$ cat src/rtl/tt_um_peak_tracker.sv
// Windowed peak tracker: follows the running maximum of an unsigned sample
// stream. It reports either a free-running peak or the peak of each
// fixed-length window (4, 16 or 64 accepted samples).
module tt_um_peak_tracker #(
    parameter int unsigned W = 8
) (
    input  logic       clk,
    input  logic       rst_n,
    input  logic       ena,
    input  logic [7:0] ui_in,
    input  logic [7:0] uio_in,
    output logic [7:0] uo_out,
    output logic [7:0] uio_out,
    output logic [7:0] uio_oe
);

    typedef enum logic {StIdle, StTrack} state_e;

    logic           sample_valid;
    logic           clear;
    logic [1:0]     win_sel;
    logic [W-1:0]   sample;

    assign sample_valid = uio_in[0];
    assign clear        = uio_in[1];
    assign win_sel      = uio_in[3:2];
    assign sample       = ui_in[W-1:0];

    // ena and the upper bidirectional inputs carry no function
    logic unused_ok;
    assign unused_ok = &{1'b0, ena, uio_in[7:4]};

    logic [1:0] rst_sync_q;
    logic       rst_sync_n;

    state_e       state_q, state_d;
    logic [W-1:0] run_peak_q, run_peak_d;
    logic [W-1:0] result_q, result_d;
    logic [6:0]   count_q, count_d;
    logic [1:0]   win_lat_q, win_lat_d;
    logic         done_q, done_d;
    logic         new_peak_q, new_peak_d;

    logic [6:0]   win_len;
    logic [6:0]   count_inc;
    logic         above;
    logic [W-1:0] peak_max;

    // Reset asserts immediately but releases only after two clock edges
    always_ff @(posedge clk or negedge rst_n) begin
        if (!rst_n) begin
            rst_sync_q <= 2'b00;
        end else begin
            rst_sync_q <= {rst_sync_q[0], 1'b1};
        end
    end

    assign rst_sync_n = rst_sync_q[1];

    // Window length decoded from the latched selection; 0 means free-running
    always_comb begin
        win_len = 7'd0;
        unique case (win_lat_q)
            2'b01:   win_len = 7'd4;
            2'b10:   win_len = 7'd16;
            2'b11:   win_len = 7'd64;
            default: win_len = 7'd0;
        endcase
    end

    assign count_inc = count_q + 7'd1;
    assign above     = (sample > run_peak_q);
    assign peak_max  = above ? sample : run_peak_q;

    // Next-state: clear beats a sample; pulses default low every cycle
    always_comb begin
        state_d    = state_q;
        run_peak_d = run_peak_q;
        result_d   = result_q;
        count_d    = count_q;
        win_lat_d  = win_lat_q;
        done_d     = 1'b0;
        new_peak_d = 1'b0;

        if (clear) begin
            state_d    = StIdle;
            run_peak_d = '0;
            result_d   = '0;
            count_d    = 7'd0;
        end else if (sample_valid) begin
            unique case (state_q)
                StIdle: begin
                    state_d    = StTrack;
                    run_peak_d = sample;
                    count_d    = 7'd1;
                    win_lat_d  = win_sel;
                    new_peak_d = 1'b1;
                end
                StTrack: begin
                    run_peak_d = peak_max;
                    new_peak_d = above;
                    if (win_lat_q == 2'b00) begin
                        // Free-running: count saturates, never completes
                        count_d = (count_q >= 7'd63) ? 7'd63 : count_inc;
                    end else if (count_inc == win_len) begin
                        result_d = peak_max;
                        done_d   = 1'b1;
                        count_d  = 7'd0;
                        state_d  = StIdle;
                    end else begin
                        count_d = count_inc;
                    end
                end
                default: state_d = StIdle;
            endcase
        end
    end

    // State and result registers
    always_ff @(posedge clk or negedge rst_sync_n) begin
        if (!rst_sync_n) begin
            state_q    <= StIdle;
            run_peak_q <= '0;
            result_q   <= '0;
            count_q    <= 7'd0;
            win_lat_q  <= 2'b00;
            done_q     <= 1'b0;
            new_peak_q <= 1'b0;
        end else begin
            state_q    <= state_d;
            run_peak_q <= run_peak_d;
            result_q   <= result_d;
            count_q    <= count_d;
            win_lat_q  <= win_lat_d;
            done_q     <= done_d;
            new_peak_q <= new_peak_d;
        end
    end

    // Outputs decode registered state only; no input reaches them directly
    always_comb begin
        uo_out = result_q;
        if (state_q == StTrack && win_lat_q == 2'b00) begin
            uo_out = run_peak_q;
        end
        uio_out = {1'b0, (state_q == StTrack), new_peak_q, done_q, 4'b0000};
        uio_oe  = 8'hF0;
    end

endmodule

$ cat config.mk
export PLATFORM = sky130hd
export DESIGN_NAME = tt_um_peak_tracker
export DESIGN_NICKNAME = d
export VERILOG_FILES = /design/src/rtl/tt_um_peak_tracker.sv
export SDC_FILE = /design/constraint.sdc
export NUM_CORES = 1
export LEC_CHECK = 0
export BUFFER_PORTS_ARGS = -buffer_cell sky130_fd_sc_hd__buf_2
export CAP_MARGIN = 20
export CORE_ASPECT_RATIO = 0.9
export CORE_MARGIN = 5
export CORE_UTILIZATION = 55
export CTS_CLUSTER_DIAMETER = 40
export DETAILED_ROUTE_END_ITERATION = 10
export GPL_TIMING_DRIVEN = 0
export HOLD_SLACK_MARGIN = 0.12
export PLACE_DENSITY = 0.82
export SETUP_SLACK_MARGIN = 0.02
export SLEW_MARGIN = 20
export SYNTH_ARGS = -nofsm -noshare
export SYNTH_HDL_FRONTEND = slang
export SYNTH_SLANG_ARGS = --single-unit
$ cat constraint.sdc
create_clock -name clk -period 2.9 [get_ports clk]
set_input_delay 0.58 -clock clk [delete_from_list [all_inputs] [get_ports clk]]
set_output_delay 0.58 -clock clk [all_outputs]
set_load 0.1 [all_outputs]
# Word level (Yosys, flattened, before mapping)
# Index checks and enable logic that the tools add are counted.
# op_classes
addsub	1
order_cmp	2
eq_ne	5
muxes	30
bitwise_logic	2
reduce_logical	7
# ops
operator	n
two-way mux 8 bit	9
two-way mux 7 bit	5
case mux 7 bit (3 select lines)	1
case mux 8 bit (2 select lines)	1
case mux 7 bit (2 select lines)	1
two-way mux 1 bit	11
> comparator 8 bit	1
adder 7 x 1 -> 7 bit (second input constant)	1
equality test 7 bit	1
greater-or-equal comparator 7 x 6 -> 1 bit (second input constant)	1
nonzero test 2 bit	3
equality test 2 bit (second input constant)	2
case mux 1 bit (2 select lines)	2
AND reduction 4 bit	1
AND reduction 3 bit	1
equality test 2 x 1 -> 1 bit (second input constant)	1
zero test 2 bit	1
!= test 2 bit (second input constant)	1
inverter 1 bit	2
logical AND 1 bit	1
# totals
regBits	30
input_bits	19

# Longest topological paths before layout
# logic_depth
ltp_word	8
depth_mapped	9

# Worst setup path after synthesis
# OpenSTA, ideal clock, no wires.
# synth_timing
kind	input -> register
start	input ui_in[1]
end	register result_q[0]
t_arrival_ps	2216
required_ps	2778
slack_ps	562
path_stages	8
n_path_buf	1
path_cell_list	ha_1 > nor2b_1 > o211ai_1 > a21oi_1 > o32ai_1 > buf_1 > mux2i_1 > o2bb2ai_2
# synth_via
elab_chain_cells	7
# synth_rtl
element	line_no	source
start, declared	10	input logic [7:0] ui_in,
> comparator 8 bit	72	assign above = (sample > run_peak_q);
two-way mux 8 bit	73	assign peak_max = above ? sample : run_peak_q;
two-way mux 8 bit	105	end else if (count_inc == win_len) begin
two-way mux 8 bit	102	if (win_lat_q == 2'b00) begin
two-way mux 8 bit	91	unique case (state_q)
two-way mux 8 bit	90	end else if (sample_valid) begin
two-way mux 8 bit	85	if (clear) begin
end signal, assigned	132	result_q <= result_d;
end, declared	38	logic [W-1:0] result_q, result_d;
# No other way between the ends. The select of a mux whose other input is x is not followed.
# A chain may end at the register's enable or synchronous reset.

# Final worst setup path
# layout_timing
start	register state_q
end	output uo_out[2]
# layout_via
elab_chain_cells	2
# layout_rtl
element	line_no	source
start, declared	36	state_e state_q, state_d;
start signal, assigned	122	state_q <= StIdle;
start signal, assigned	130	state_q <= state_d;
logical AND 1 bit	143	if (state_q == StTrack && win_lat_q == 2'b00) begin
two-way mux 8 bit	143	
end, declared	12	output logic [7:0] uo_out,
# No other way between the ends.

==> out/qor.yml <==
status: "completed"
ant_nets: 0
wl_mm: 3.830
reg2reg_depth: 9
syn_inst: 186
clkSinkCount: 30
p_total_uw: 1106
synth_top_area_cell: "dfrtp_1"
grt_pass1_vias: 1413
clock_path_buffers: 2
critPathCaptureType: "output port"
io_buffer_count: 24
nFillCells: 271
coreArea_sq_um: 3453
stdcell_area_sq_um: 2349
dpl-instance-area_sq_um: 2221
antenna_found_initial: 0
syn_avg_cell_area_sq_um: 10.75
synthFlopType: "dfrtp_1"
tightest_slew_ps: 769.5
numCtsBuffers: 5
met3_usage: 0.04464
power_density_nw_per_um2: 470.8
critPathRequiredTime_ps: 2320
startpoint_type: "register"
grt_pass1_wl_mm: 6.555
ir_drop_uv: 349.4
dr.pass1.iters: 4
reg2reg_to: "result_q[2]"
die_y_um: 67.20
drt_iter0_drc: 61
drive_above_1_share: 0.3319
use_met1: 0.2407
fmax_mhz: 371.4
via_per_inst: 5.290
grtUsageMet2: 0.2677
worstPathMaxFanout: 8
yosysTopAreaCellShare: 0.3755
netlist_top_cells_area: "dfrtp_1 (38%), mux2i_1 (8.0%), buf_4 (6.4%)"
area_delta_synth_final_pct: 17.46
grt_max_degree: 29
r2r_start: "run_peak_q[1]"
setup_violations: 0
track_usage: 0.1758
gp_congestion: 0.7804
slew_viol_final: 0
rows: 20
dp_hpwl_mm: 2.792
antenna_cells: 0
cts_tree: "yes"
yosysSeqAreaShare: 0.3755
tns_ps: 0
ys_types: 44
min_period_ps: 2692
synth_seq_cells: 30
grt_overflow: 0
drc: 0
r2r_slack_ps: 470
start_util: 0.5790
ys_warn_count: 0
num_io_pins: 43
drv_cap: 0
crit_start: "state_q"
wl_per_cell_um: 13.88
root_buffer: "clkbuf_8"
power.leakage_uw: 0.001148
finalHoldViolCount: 0
final_util: 0.6801
clkSlewWorstSetupHoldPaths_ps: 70
critPathCapture: "uo_out[2]"
max_slew_margin: 0.4853
clock_skew_ps: 5.565
synthArstFlopShare: 1.000
rsz0062_at_grt: "no"
synth_enable_flop_cells: 0
final.period_utilization: 0.9284
hp-class: "register to asynchronous set/reset pin"
synth_area_sq_um: 1999
worstSetupPathType: "register to output port"
grt_most_used_layer: "met2"
vias: 1460
die_w_um: 73.56
nNetsFinal: 259
cp.arrival_ps: 2110
die_area_sq_um: 4943
h-tree-depth: 2
clock_latency_ps: 280
[final cells by class]
| type | count | area [sq um] | share of cell area |
|---|---|---|---|
| timing repair buffer | 26 | 150.1 | 0.06393 |
| buffer | 22 | 146.4 | 0.06233 |
| tap | 44 | 55.05 | 0.02344 |
| sequential | 30 | 752.0 | 0.3202 |
| multi-input combinational | 135 | 1112 | 0.4736 |
| clock inverter | 1 | 5.005 | 0.002131 |
| clock buffer | 7 | 86.33 | 0.03676 |
| inverter | 11 | 41.29 | 0.01758 |
[registers in the layout (all words and copies together), names as in the netlist]
signal and cells:
result_q 8, run_peak_q 8, count_q 7, rst_sync_q 2
win_lat_q 2, done_q 1, new_peak_q 1, state_q 1
[routing by layer]
layer,vias up,share of wire
li1,726,-
met1,685,0.47
met2,44,0.45
met3,5,0.056
met4,0,0.014
met5,-,0
[what timing repair did]
item                                   4_1_cts  5_1_grt
endpoints found under the hold margin        2        0
resized for setup                            1        0
setup endpoints to repair                    8        8
hold buffers                                 1        0
pin swaps                                    0        1
buffers inserted                             0        1
[report_power, final]
part           switching (uW)  leakage (uW)  total [uW]  internal [uW]
Combinational             201      0.000699         301            100
Sequential               28.7      0.000400         465            436
Clock                     149     0.0000482         340            191
Total                     379       0.00115        1110            727
[how the worst min path moves through the flow]
stage                       start            end  slack, ps  cells past startpoint
floorplan                   rst_n  rst_sync_q[0]        280                      0
global route        rst_sync_q[1]     count_q[1]        350                      0
detailed placement  rst_sync_q[1]     count_q[1]        300                      0
global placement    rst_sync_q[0]  rst_sync_q[1]        330                      0
finish              rst_sync_q[1]     count_q[2]        280                      0
CTS                 rst_sync_q[1]     count_q[0]        310                      0
[worst max-delay path: stages (launching register included)]
cell,delay [ps]
dfrtp_1,340
clkbuf_1,370
inv_2,160
nor3_4,180
buf_12,150
mux2_2,340
buf_2,290
[placed cells by master, fill, tap and decap left out, drive strengths merged, types with 2 or more instances in the layout]
master   instances
nand3            2
o2bb2ai          8
o41ai            2
mux2            10
and3             4
conb            14
dfrtp           30
o21a             2
nand4            2
a21oi            6
o32ai            3
nand2            8
inv             11
nand2b           3
nor3             2
clkbuf          11
mux2i           16
buf             43
a22o             2
nor2            14
xnor2            4
a31oi            2
o21ai            5
ha               9
nor2b            4
[cells in the mapped netlist, types with 2 or more instances]
library cell  number
a21oi_1            6
a22o_1             2
and3_1             2
and3_4             2
buf_4             17
clkbuf_1           4
conb_1             2
dfrtp_1           30
ha_1               9
inv_1              9
inv_2              2
mux2_2            10
mux2i_1           16
nand2_1            8
nand2b_1           3
nand3_1            2
nand4_1            2
nor2_1            14
nor2b_1            4
o21a_1             2
o21ai_0            5
o2bb2ai_2          8
o32ai_1            3
xnor2_1            4
[kinds of logic (layout without fill, tap and decap cells)]
family | count (synthesis) | after routing | share of synthesized area
simple gates | 43 | 43 | 0.1214
compound gates | 37 | 37 | 0.1790
buf+inv | 33 | 67 | 0.09386
flops | 30 | 30 | 0.3755
mux | 26 | 26 | 0.1364
fa+ha+maj | 9 | 9 | 0.05632
xor+xnor | 6 | 6 | 0.03379
other cells | 2 | 14 | 0.003756
[metrics by stage]
stage               std cells  setup WS [ps]  hold slack (ps)
floorplan                 198          562.1            284.4
global route              276          114.9            351.6
global placement          266          204.3            333.8
CTS                       275          52.48            309.1
detailed placement        266          182.2            301.8
finish                    276          207.7            284.4
No activity file was read; power rests on OpenSTA's default activity.
